===== config.mk =====
export PLATFORM = sky130hd
export DESIGN_NAME = dma_block_mover_flat
export DESIGN_NICKNAME = d
export VERILOG_FILES = /design/src/rtl/dma_block_mover_if.sv /design/src/rtl/dma_block_mover.sv /design/src/flat_wrapper.sv
export SDC_FILE = /design/constraint.sdc
export NUM_CORES = 1
export LEC_CHECK = 0
export CORE_MARGIN = 10
export CORE_UTILIZATION = 54
export CTS_BUF_LIST = sky130_fd_sc_hd__clkbuf_8
export CTS_CLUSTER_SIZE = 16
export DETAILED_ROUTE_END_ITERATION = 7
export GPL_ROUTABILITY_DRIVEN = 0
export PLACE_DENSITY = 0.95
export SYNTH_ARGS = -nofsm -noshare
export SYNTH_HDL_FRONTEND = slang
export SYNTH_SLANG_ARGS = --single-unit

===== constraint.sdc =====
create_clock -name i_clk -period 4.2 [get_ports i_clk]
set_clock_uncertainty 0.15 [all_clocks]
set_input_delay 0.84 -clock i_clk [delete_from_list [all_inputs] [get_ports i_clk]]
set_output_delay 0.84 -clock i_clk [all_outputs]
set_load 0.02 [all_outputs]

===== src/rtl/dma_block_mover_if.sv =====
// rtl/dma_block_mover_if.sv - sequencer channel access bus between a requester and the dma_access path
interface dma_block_mover_if #(
    parameter int AW = 21
);
    logic          dma_req;
    logic          dma_rnw;
    logic [AW-1:0] dma_addr;
    logic [7:0]    dma_wd;
    logic          dma_ack;
    logic          dma_end;
    logic [7:0]    dma_rd;

    modport master (
        output dma_req, dma_rnw, dma_addr, dma_wd,
        input  dma_ack, dma_end, dma_rd
    );

    modport slave (
        input  dma_req, dma_rnw, dma_addr, dma_wd,
        output dma_ack, dma_end, dma_rd
    );
endinterface


===== src/rtl/dma_block_mover.sv =====
// rtl/dma_block_mover.sv - byte-wise copy/fill block transfer engine on one sequencer channel
module dma_block_mover #(
    parameter int AW = 21,
    parameter int LW = 16
) (
    input  logic              i_clk,
    input  logic              i_rst,
    input  logic              i_start,
    input  logic              i_abort,
    input  logic [AW-1:0]     i_cfg_src,
    input  logic [AW-1:0]     i_cfg_dst,
    input  logic [LW-1:0]     i_cfg_len,
    input  logic              i_cfg_fill,
    input  logic [7:0]        i_cfg_pat,
    input  logic              i_cfg_sinc,
    input  logic              i_cfg_dinc,
    output logic              o_busy,
    output logic              o_done,
    output logic              o_aborted,
    output logic [LW-1:0]     o_remaining,
    dma_block_mover_if.master bus
);

    localparam logic [2:0] S_IDLE    = 3'd0;
    localparam logic [2:0] S_RD_REQ  = 3'd1;
    localparam logic [2:0] S_RD_WAIT = 3'd2;
    localparam logic [2:0] S_WR_REQ  = 3'd3;
    localparam logic [2:0] S_WR_WAIT = 3'd4;
    localparam logic [2:0] S_FIN     = 3'd5;

    logic [2:0]    r_state;
    logic [AW-1:0] r_src;
    logic [AW-1:0] r_dst;
    logic [LW-1:0] r_rem;
    logic          r_fill;
    logic [7:0]    r_pat;
    logic          r_sinc;
    logic          r_dinc;
    logic [7:0]    r_data;
    logic          r_abort_pend;
    logic          r_aborted;

    logic          w_wr_done;
    logic          w_stop;

    // A write is finished either by a separate end in WR_WAIT or by ack+end together.
    assign w_wr_done = ((r_state == S_WR_REQ) && bus.dma_ack && bus.dma_end) ||
                       ((r_state == S_WR_WAIT) && bus.dma_end);
    assign w_stop    = r_abort_pend | i_abort;

    always_ff @(posedge i_clk) begin
        if (i_rst) begin
            r_state      <= S_IDLE;
            r_src        <= '0;
            r_dst        <= '0;
            r_rem        <= '0;
            r_fill       <= 1'b0;
            r_pat        <= '0;
            r_sinc       <= 1'b0;
            r_dinc       <= 1'b0;
            r_data       <= '0;
            r_abort_pend <= 1'b0;
            r_aborted    <= 1'b0;
        end else begin
            case (r_state)
                S_IDLE: begin
                    if (i_start) begin
                        r_src        <= i_cfg_src;
                        r_dst        <= i_cfg_dst;
                        r_rem        <= i_cfg_len;
                        r_fill       <= i_cfg_fill;
                        r_pat        <= i_cfg_pat;
                        r_sinc       <= i_cfg_sinc;
                        r_dinc       <= i_cfg_dinc;
                        r_aborted    <= 1'b0;
                        r_abort_pend <= 1'b0;
                        if (i_cfg_len == '0) begin
                            r_state <= S_FIN;
                        end else begin
                            r_state <= i_cfg_fill ? S_WR_REQ : S_RD_REQ;
                        end
                    end
                end
                S_RD_REQ: begin
                    if (bus.dma_ack) begin
                        if (bus.dma_end) begin
                            r_data <= bus.dma_rd;
                            // Read already complete: an abort here must not write it.
                            if (i_abort) begin
                                r_aborted <= 1'b1;
                                r_state   <= S_FIN;
                            end else begin
                                r_state <= S_WR_REQ;
                            end
                        end else begin
                            r_abort_pend <= i_abort;
                            r_state      <= S_RD_WAIT;
                        end
                    end else if (i_abort) begin
                        r_aborted <= 1'b1;
                        r_state   <= S_FIN;
                    end
                end
                S_RD_WAIT: begin
                    if (i_abort) begin
                        r_abort_pend <= 1'b1;
                    end
                    if (bus.dma_end) begin
                        r_data <= bus.dma_rd;
                        if (w_stop) begin
                            r_aborted <= 1'b1;
                            r_state   <= S_FIN;
                        end else begin
                            r_state <= S_WR_REQ;
                        end
                    end
                end
                S_WR_REQ: begin
                    if (bus.dma_ack) begin
                        if (!bus.dma_end) begin
                            r_abort_pend <= i_abort;
                            r_state      <= S_WR_WAIT;
                        end
                    end else if (i_abort) begin
                        r_aborted <= 1'b1;
                        r_state   <= S_FIN;
                    end
                end
                S_WR_WAIT: begin
                    if (i_abort) begin
                        r_abort_pend <= 1'b1;
                    end
                end
                S_FIN: begin
                    r_abort_pend <= 1'b0;
                    r_state      <= S_IDLE;
                end
                default: begin
                    r_state <= S_IDLE;
                end
            endcase

            if (w_wr_done) begin
                r_rem <= r_rem - LW'(1);
                r_src <= r_src + AW'(r_sinc);
                r_dst <= r_dst + AW'(r_dinc);
                if (w_stop) begin
                    r_aborted <= 1'b1;
                    r_state   <= S_FIN;
                end else if (r_rem == LW'(1)) begin
                    r_state <= S_FIN;
                end else begin
                    r_state <= r_fill ? S_WR_REQ : S_RD_REQ;
                end
            end
        end
    end

    assign bus.dma_req  = (r_state == S_RD_REQ) || (r_state == S_WR_REQ);
    assign bus.dma_rnw  = (r_state != S_WR_REQ);
    assign bus.dma_addr = (r_state == S_WR_REQ) ? r_dst : r_src;
    assign bus.dma_wd   = r_fill ? r_pat : r_data;

    assign o_busy      = (r_state != S_IDLE) && (r_state != S_FIN);
    assign o_done      = (r_state == S_FIN);
    assign o_aborted   = r_aborted;
    assign o_remaining = r_rem;

endmodule


===== src/flat_wrapper.sv =====
// flat-port wrapper written by rule: the top's interface ports become plain ports
module dma_block_mover_flat 
#(
    parameter int AW = 21,
    parameter int LW = 16
)
  (i_clk, i_rst, i_start, i_abort, i_cfg_src, i_cfg_dst, i_cfg_len, i_cfg_fill, i_cfg_pat, i_cfg_sinc, i_cfg_dinc, o_busy, o_done, o_aborted, o_remaining, bus_dma_req, bus_dma_rnw, bus_dma_addr, bus_dma_wd, bus_dma_ack, bus_dma_end, bus_dma_rd);
  dma_block_mover_if #(.AW(AW)) bus_i ();
  input  logic i_clk;
  input  logic i_rst;
  input  logic i_start;
  input  logic i_abort;
  input  logic [AW-1:0] i_cfg_src;
  input  logic [AW-1:0] i_cfg_dst;
  input  logic [LW-1:0] i_cfg_len;
  input  logic i_cfg_fill;
  input  logic [7:0] i_cfg_pat;
  input  logic i_cfg_sinc;
  input  logic i_cfg_dinc;
  output logic o_busy;
  output logic o_done;
  output logic o_aborted;
  output logic [LW-1:0] o_remaining;
  output wire logic [$bits(bus_i.dma_req)-1:0] bus_dma_req;
  output wire logic [$bits(bus_i.dma_rnw)-1:0] bus_dma_rnw;
  output wire logic [$bits(bus_i.dma_addr)-1:0] bus_dma_addr;
  output wire logic [$bits(bus_i.dma_wd)-1:0] bus_dma_wd;
  input wire logic [$bits(bus_i.dma_ack)-1:0] bus_dma_ack;
  input wire logic [$bits(bus_i.dma_end)-1:0] bus_dma_end;
  input wire logic [$bits(bus_i.dma_rd)-1:0] bus_dma_rd;
  assign bus_dma_req = bus_i.dma_req;
  assign bus_dma_rnw = bus_i.dma_rnw;
  assign bus_dma_addr = bus_i.dma_addr;
  assign bus_dma_wd = bus_i.dma_wd;
  assign bus_i.dma_ack = bus_dma_ack;
  assign bus_i.dma_end = bus_dma_end;
  assign bus_i.dma_rd = bus_dma_rd;
  dma_block_mover #(.AW(AW), .LW(LW)) u_core (.i_clk(i_clk), .i_rst(i_rst), .i_start(i_start), .i_abort(i_abort), .i_cfg_src(i_cfg_src), .i_cfg_dst(i_cfg_dst), .i_cfg_len(i_cfg_len), .i_cfg_fill(i_cfg_fill), .i_cfg_pat(i_cfg_pat), .i_cfg_sinc(i_cfg_sinc), .i_cfg_dinc(i_cfg_dinc), .o_busy(o_busy), .o_done(o_done), .o_aborted(o_aborted), .o_remaining(o_remaining), .bus(bus_i));
endmodule

After elaboration in Yosys (flattened, before gate mapping)
Index checks and enable logic that the tools add are counted.
{"block": "word_totals", "output_inout_bits": 50, "in_bits": 83, "regBits": 82, "word_cells": 97}
{"block": "op_classes", "muxes": 45, "n_bitwise": 1, "reduce_logical": 20, "eq_ne": 17, "n_addsub": 3}
{"cell": "$mux 21", "count": 7}
{"cell": "$mux 16", "count": 3}
{"cell": "$add 21x1->21", "count": 2}
{"cell": "$mux 3", "count": 13}
{"cell": "$mux 8", "count": 3}
{"cell": "$eq 16x1->1 const B", "count": 1}
{"cell": "$logic_not 16->1", "count": 1}
{"cell": "$pmux 8 s2", "count": 1}
{"cell": "$sub 16x1->16 const B", "count": 1}
{"cell": "$pmux 3 s5", "count": 1}
{"cell": "$mux 1", "count": 13}
{"cell": "$ne 3x2->1 const B", "count": 3}
{"cell": "$pmux 1 s4", "count": 2}
{"cell": "$eq 3x2->1 const B", "count": 2}
{"cell": "$eq 3x3->1 const B", "count": 2}
{"cell": "$ne 2x1->1 const B", "count": 3}
{"cell": "$ne 2x2->1 const B", "count": 3}
{"cell": "$reduce_and 2->1", "count": 3}
{"cell": "$reduce_bool 2->1", "count": 3}
{"cell": "$reduce_and 5->1", "count": 1}
{"cell": "$logic_and 1x1->1", "count": 4}
{"cell": "$mux 2", "count": 2}
{"cell": "$ne 4x3->1 const B", "count": 1}
{"cell": "$reduce_and 4->1", "count": 1}
{"cell": "8 further kinds", "count": 10}

Longest topological paths before layout
Gate-level depths: netlist (run 1).
{"block": "logic_depth", "word_depth": 6, "depth_mapped": 8, "depth_no_buf": 7}

Worst setup path before layout (run 1)
OpenSTA, ideal clock, no wires.
{"block": "synth_timing", "kind": "reg-to-output", "start": "register u_core.r_state[0]", "end": "output bus_dma_addr[2]", "stages_incl_launch_ff": 6, "t_required_ns": 3.210, "path_buffers": 2, "t_arrival_ns": 1.958, "setup_slack_ns": 1.252, "cell_sequence": "dfxtp_1 buf_2 nor2b_1 nand2_1 clkbuf_1 o21ai_0"}
{"block": "synth_between", "elab_chain_cells": 2}
{"element": "start: declaration", "line": "dma_block_mover.sv:31", "rtl": "logic [2:0] r_state;"}
{"element": "start signal: assignment", "line": "dma_block_mover.sv:80", "rtl": "r_state <= i_cfg_fill ? S_WR_REQ : S_RD_REQ;"}
{"element": "start signal: assignment", "line": "dma_block_mover.sv:153", "rtl": "r_state <= r_fill ? S_WR_REQ : S_RD_REQ;"}
{"element": "$eq 3x2->1", "line": "dma_block_mover.sv:161", "rtl": "assign bus.dma_addr = (r_state == S_WR_REQ) ? r_dst : r_src;"}
{"element": "$mux 21", "line": "dma_block_mover.sv:161"}
{"element": "end: declaration", "line": "flat_wrapper.sv:26", "rtl": "output wire logic [$bits(bus_i.dma_addr)-1:0] bus_dma_addr;"}
Every way passes these cells.

Final worst setup path (run 1)
{"block": "layout_timing", "start": "register u_core.r_state[0]", "end": "output bus_dma_addr[4]"}
Same word-level chain as after synthesis.

==> reports/summary.md, run 1 <==
The logs give 0 for the total number of yosys warnings and 4700 um2 for the netlist area before placement. The run gives 41.2% as the part of the total power dissipated in sequential elements. After detailed routing, the number of remaining DRC violations is 0. The first routing iteration left 688 violations. Hold repair after CTS inserted 0 buffers. The number of gates given a new drive strength after cts is 0, and the count of endpoints failing hold in the final timing report is 0. Global routing used 40.0% of the available met2 tracks. The die is 113 um wide.

After legalization and detailed placement, the total HPWL measured 11.8 mm. The synthesized design contains 82 register bits. Measured along the y axis, the die boundary spans 113 um. The later-pin clock latency in the skew report was 0.35 ns. Synthesis handed over a netlist of 589 instances. For this run, global-route usage on met1 was measured as 28.0%. The post-synthesis sequential area ratio is 35.0%, and the number of maximum-capacitance constraint violations is 0.

Counting instances in the post-synthesis netlist gives the leading cell types as 82 x sky130_fd_sc_hd__dfxtp_1, 65 x sky130_fd_sc_hd__nand2_1, 50 x sky130_fd_sc_hd__a21oi_1. The first global-routing pass estimated 26.3 mm of wire. The first-pass iteration count of the detailed router came out at 5.

The placed instances occupy a cell area of 6040 um2. Type of the worst setup path: flop to output port. The power density normalized to cell area is 406 nW/um2.

Ranked by total cell area, the synthesized netlist is headed by sky130_fd_sc_hd__dfxtp_1 35%, sky130_fd_sc_hd__mux2_2 6.7%, sky130_fd_sc_hd__a21oi_1 5.3%. The remaining antenna violation count is 0. Total count of max-transition violations in the final report: 0.

The tools report the fraction of met3 tracks used by global routing as 7.29%. The proportion of layout cells with a drive suffix above 1 came out at 9.18%. The initial utilization of the core area, before any placement, comes to 56.3%. The share of total power consumed by net switching is 38.2%.

The worst hold path belongs to the class flop to flop. The number of buffers created by CTS was 9; the minimum clock period was 3.74 ns. Setup repair after global routing left no endpoint under its margin.

Summed over all layers, the routed wires come to 16.7 mm. After detailed routing, the average wire length per cell comes to 20.9 um. Per report_power, the combinational group accounts for 36.9% of the total.

After clock tree synthesis, the setup repair step added 0 buffers. The full die area came out at 12800 um2. The tools report the number of global-route vias before repair as 5202. Global routing finished with a remaining overflow of 0.

The dominant cell by count in the synthesized netlist is sky130_fd_sc_hd__dfxtp_1. The highest achievable clock rate came out at 267 MHz. Number of nets in the synthesized netlist: 678.

The tools report the placement row count as 33. Entering global routing, the biggest net connects 84 pins. The data required time at the worst endpoint came out at 3.21 ns. The tools report the net switching power figure as 967 uW. The largest total area in the synthesized netlist belongs to sky130_fd_sc_hd__dfxtp_1. After clock tree synthesis, the clock-pin slew on the worst setup and hold paths is 0.08 ns.

The floorplan core area is 8340 um2, and the number of diodes is 0. For the pin with the worst max-slew slack, the measured transition is 0.982 ns. A synthesized cell averages 7.97 um2. The clock root buffer master was sky130_fd_sc_hd__clkbuf_8.

The logs give 0 for the initial antenna violation count and 781 for the number of nets in the final layout. For the worst setup path, the data arrival time is 2.75 ns. Across all layers, the routed design uses 5345 vias. The largest vdd supply drop was 0.228 mV; the relative contribution of the clock network to total power was 21.9%.

Post-layout instance area: 6240 um2. The proportion of netlist area held by the largest area contributor was 35.0%. The post-synthesis to final-layout area growth was 32.8%; the mean number of vias per cell was 6.66. Setup violations remaining at the end of the flow were counted as 0. The run gives 24.4% as the total track usage. Summing internal, switching and leakage power gives 2.53 mW.

Number of distinct library cells after synthesis: 56. Most frequently used flop master after synthesis: sky130_fd_sc_hd__dfxtp_1. TritonCTS built the clock tree. STA classifies the critical path endpoint as an output port. The headroom to the max-slew limit was 34.5%; the post-route clock period utilization was 89.1%. The run finished with clean final reports. The tools report the leakage component of the power as 2.14 nW.

The internal power contribution is 1.56 mW, and the total number of clock tree sinks is 82. The run gives 2 as the number of buffers on the longest clock path. The synthesized design contains 0 enable-type register cells. The number of I/O pins came out at 133. After global routing, the most crowded layer is met2.

After synthesis, the share of flip-flops with an asynchronous set or reset is 0%. The final setup TNS is 0 ns, and the number of buffers added on ports is 132. The critical path launch point type is a flop.

The H-tree generated during clock tree synthesis spans 3 levels. The critical-path maximum fanout works out to 24.
## layout by cell type (no fill, tap or decap), types with 12 or more instances in the layout
master                            instances
sky130_fd_sc_hd__a21oi_1                 50
sky130_fd_sc_hd__a22oi_1                 14
sky130_fd_sc_hd__a31oi_1                 22
sky130_fd_sc_hd__clkbuf_8                12
sky130_fd_sc_hd__clkdlybuf4s50_1        131
sky130_fd_sc_hd__dfxtp_1                 82
sky130_fd_sc_hd__mux2_2                  28
sky130_fd_sc_hd__nand2_1                 65
sky130_fd_sc_hd__nand3_1                 29
sky130_fd_sc_hd__nand4_1                 13
sky130_fd_sc_hd__nor2_1                  45
sky130_fd_sc_hd__nor4_1                  15
sky130_fd_sc_hd__o21ai_0                 16
sky130_fd_sc_hd__or3_1                   15
## kinds of logic (layout without fill, tap and decap cells)
logic type / count (synthesis) / in the layout / synth area share (%)
AO/OA/AOI/OAI: 166 / 166 / 23.3
XOR/XNOR: 12 / 12 / 2.24
adder cells (fa/ha/maj): 6 / 6 / 1.60
buffers and inverters: 56 / 164 / 4.53
flip-flops: 82 / 82 / 35.0
multiplexers: 38 / 38 / 8.85
AND/OR/NAND/NOR: 229 / 229 / 24.5
## state kept, by name, summed over array words and instances (netlist names)
| register | flops |
|---|---|
| u_core.r_dst | 21 |
| u_core.r_src | 21 |
| u_core.o_remaining | 16 |
| u_core.r_data | 8 |
| u_core.r_pat | 8 |
| u_core.r_state | 3 |
| u_core.o_aborted | 1 |
| u_core.r_abort_pend | 1 |
| u_core.r_dinc | 1 |
| u_core.r_fill | 1 |
| u_core.r_sinc | 1 |
## layer usage
layer	vias to the layer above	wire, um
li1	2418	-
met1	2482	6120
met2	384	8050
met3	61	1900
met4	0	658
met5	-	0
## area by class of cell
type | instances | area, um2
repair buffers | 139 | 1370
fillers | 598 | 2100
well taps | 105 | 131
clock inverters | 4 | 26.3
flip-flops and latches | 82 | 1640
multi-input cells | 451 | 2870
clock buffers | 12 | 165
inverters | 9 | 33.8
## critical path, stage by stage (launching register included)
cell and delay, ns:
sky130_fd_sc_hd__dfxtp_1 0.74, sky130_fd_sc_hd__nor2b_1 0.31, sky130_fd_sc_hd__nand2_1 0.13, sky130_fd_sc_hd__buf_4 0.28, sky130_fd_sc_hd__o21ai_0 0.27, sky130_fd_sc_hd__clkdlybuf4s50_1 0.67
## worst paths after layout
| kind | from | endpoint | slack (ns) | depth (start not counted) |
|---|---|---|---|---|
| setup / recovery | u_core.r_state[0] | bus_dma_addr[4] | 0.46 | 5 |
| hold / removal | u_core.r_pat[4] | u_core.r_pat[4] | 0.32 | 2 |
| setup reg to reg | u_core.r_state[0] | u_core.r_dst[14] | 1.35 | 6 |
| hold reg to reg | u_core.r_pat[4] | u_core.r_pat[4] | 0.32 | 2 |
## through the flow
stage | worst slack (ns) | hold WS, ns | cells | util (%)
2_1_floorplan | 1.25 | 0.283 | 589 | -
3_3_place_gp | 0.811 | 0.290 | 786 | 72.5
3_5_place_dp | 0.738 | 0.297 | 786 | 72.5
4_1_cts | 0.581 | 0.308 | 802 | 74.8
5_1_grt | 0.377 | 0.342 | 802 | 74.8
6_report | 0.459 | 0.318 | 802 | 74.8
## power by group through the flow
stage	sequential, mW	combinational, mW	clock (mW)
final	1.04	0.934	0.554
after global routing	1.06	1.00	0.588
after CTS	1.03	0.923	0.551
after detailed placement	1.05	0.915	0
after global placement	1.04	0.885	0
after floorplan	1.01	0.568	0
Note: power is estimated with default switching activity, not from simulation.
==> run 2, diff against run 1 <==
Settings changed: GPL_ROUTABILITY_DRIVEN 0 to unset, SKIP_CTS_REPAIR_TIMING set to 1.
==> results of run 2 <==
The final DEF is identical to that of run 1; final timing and power are the same.
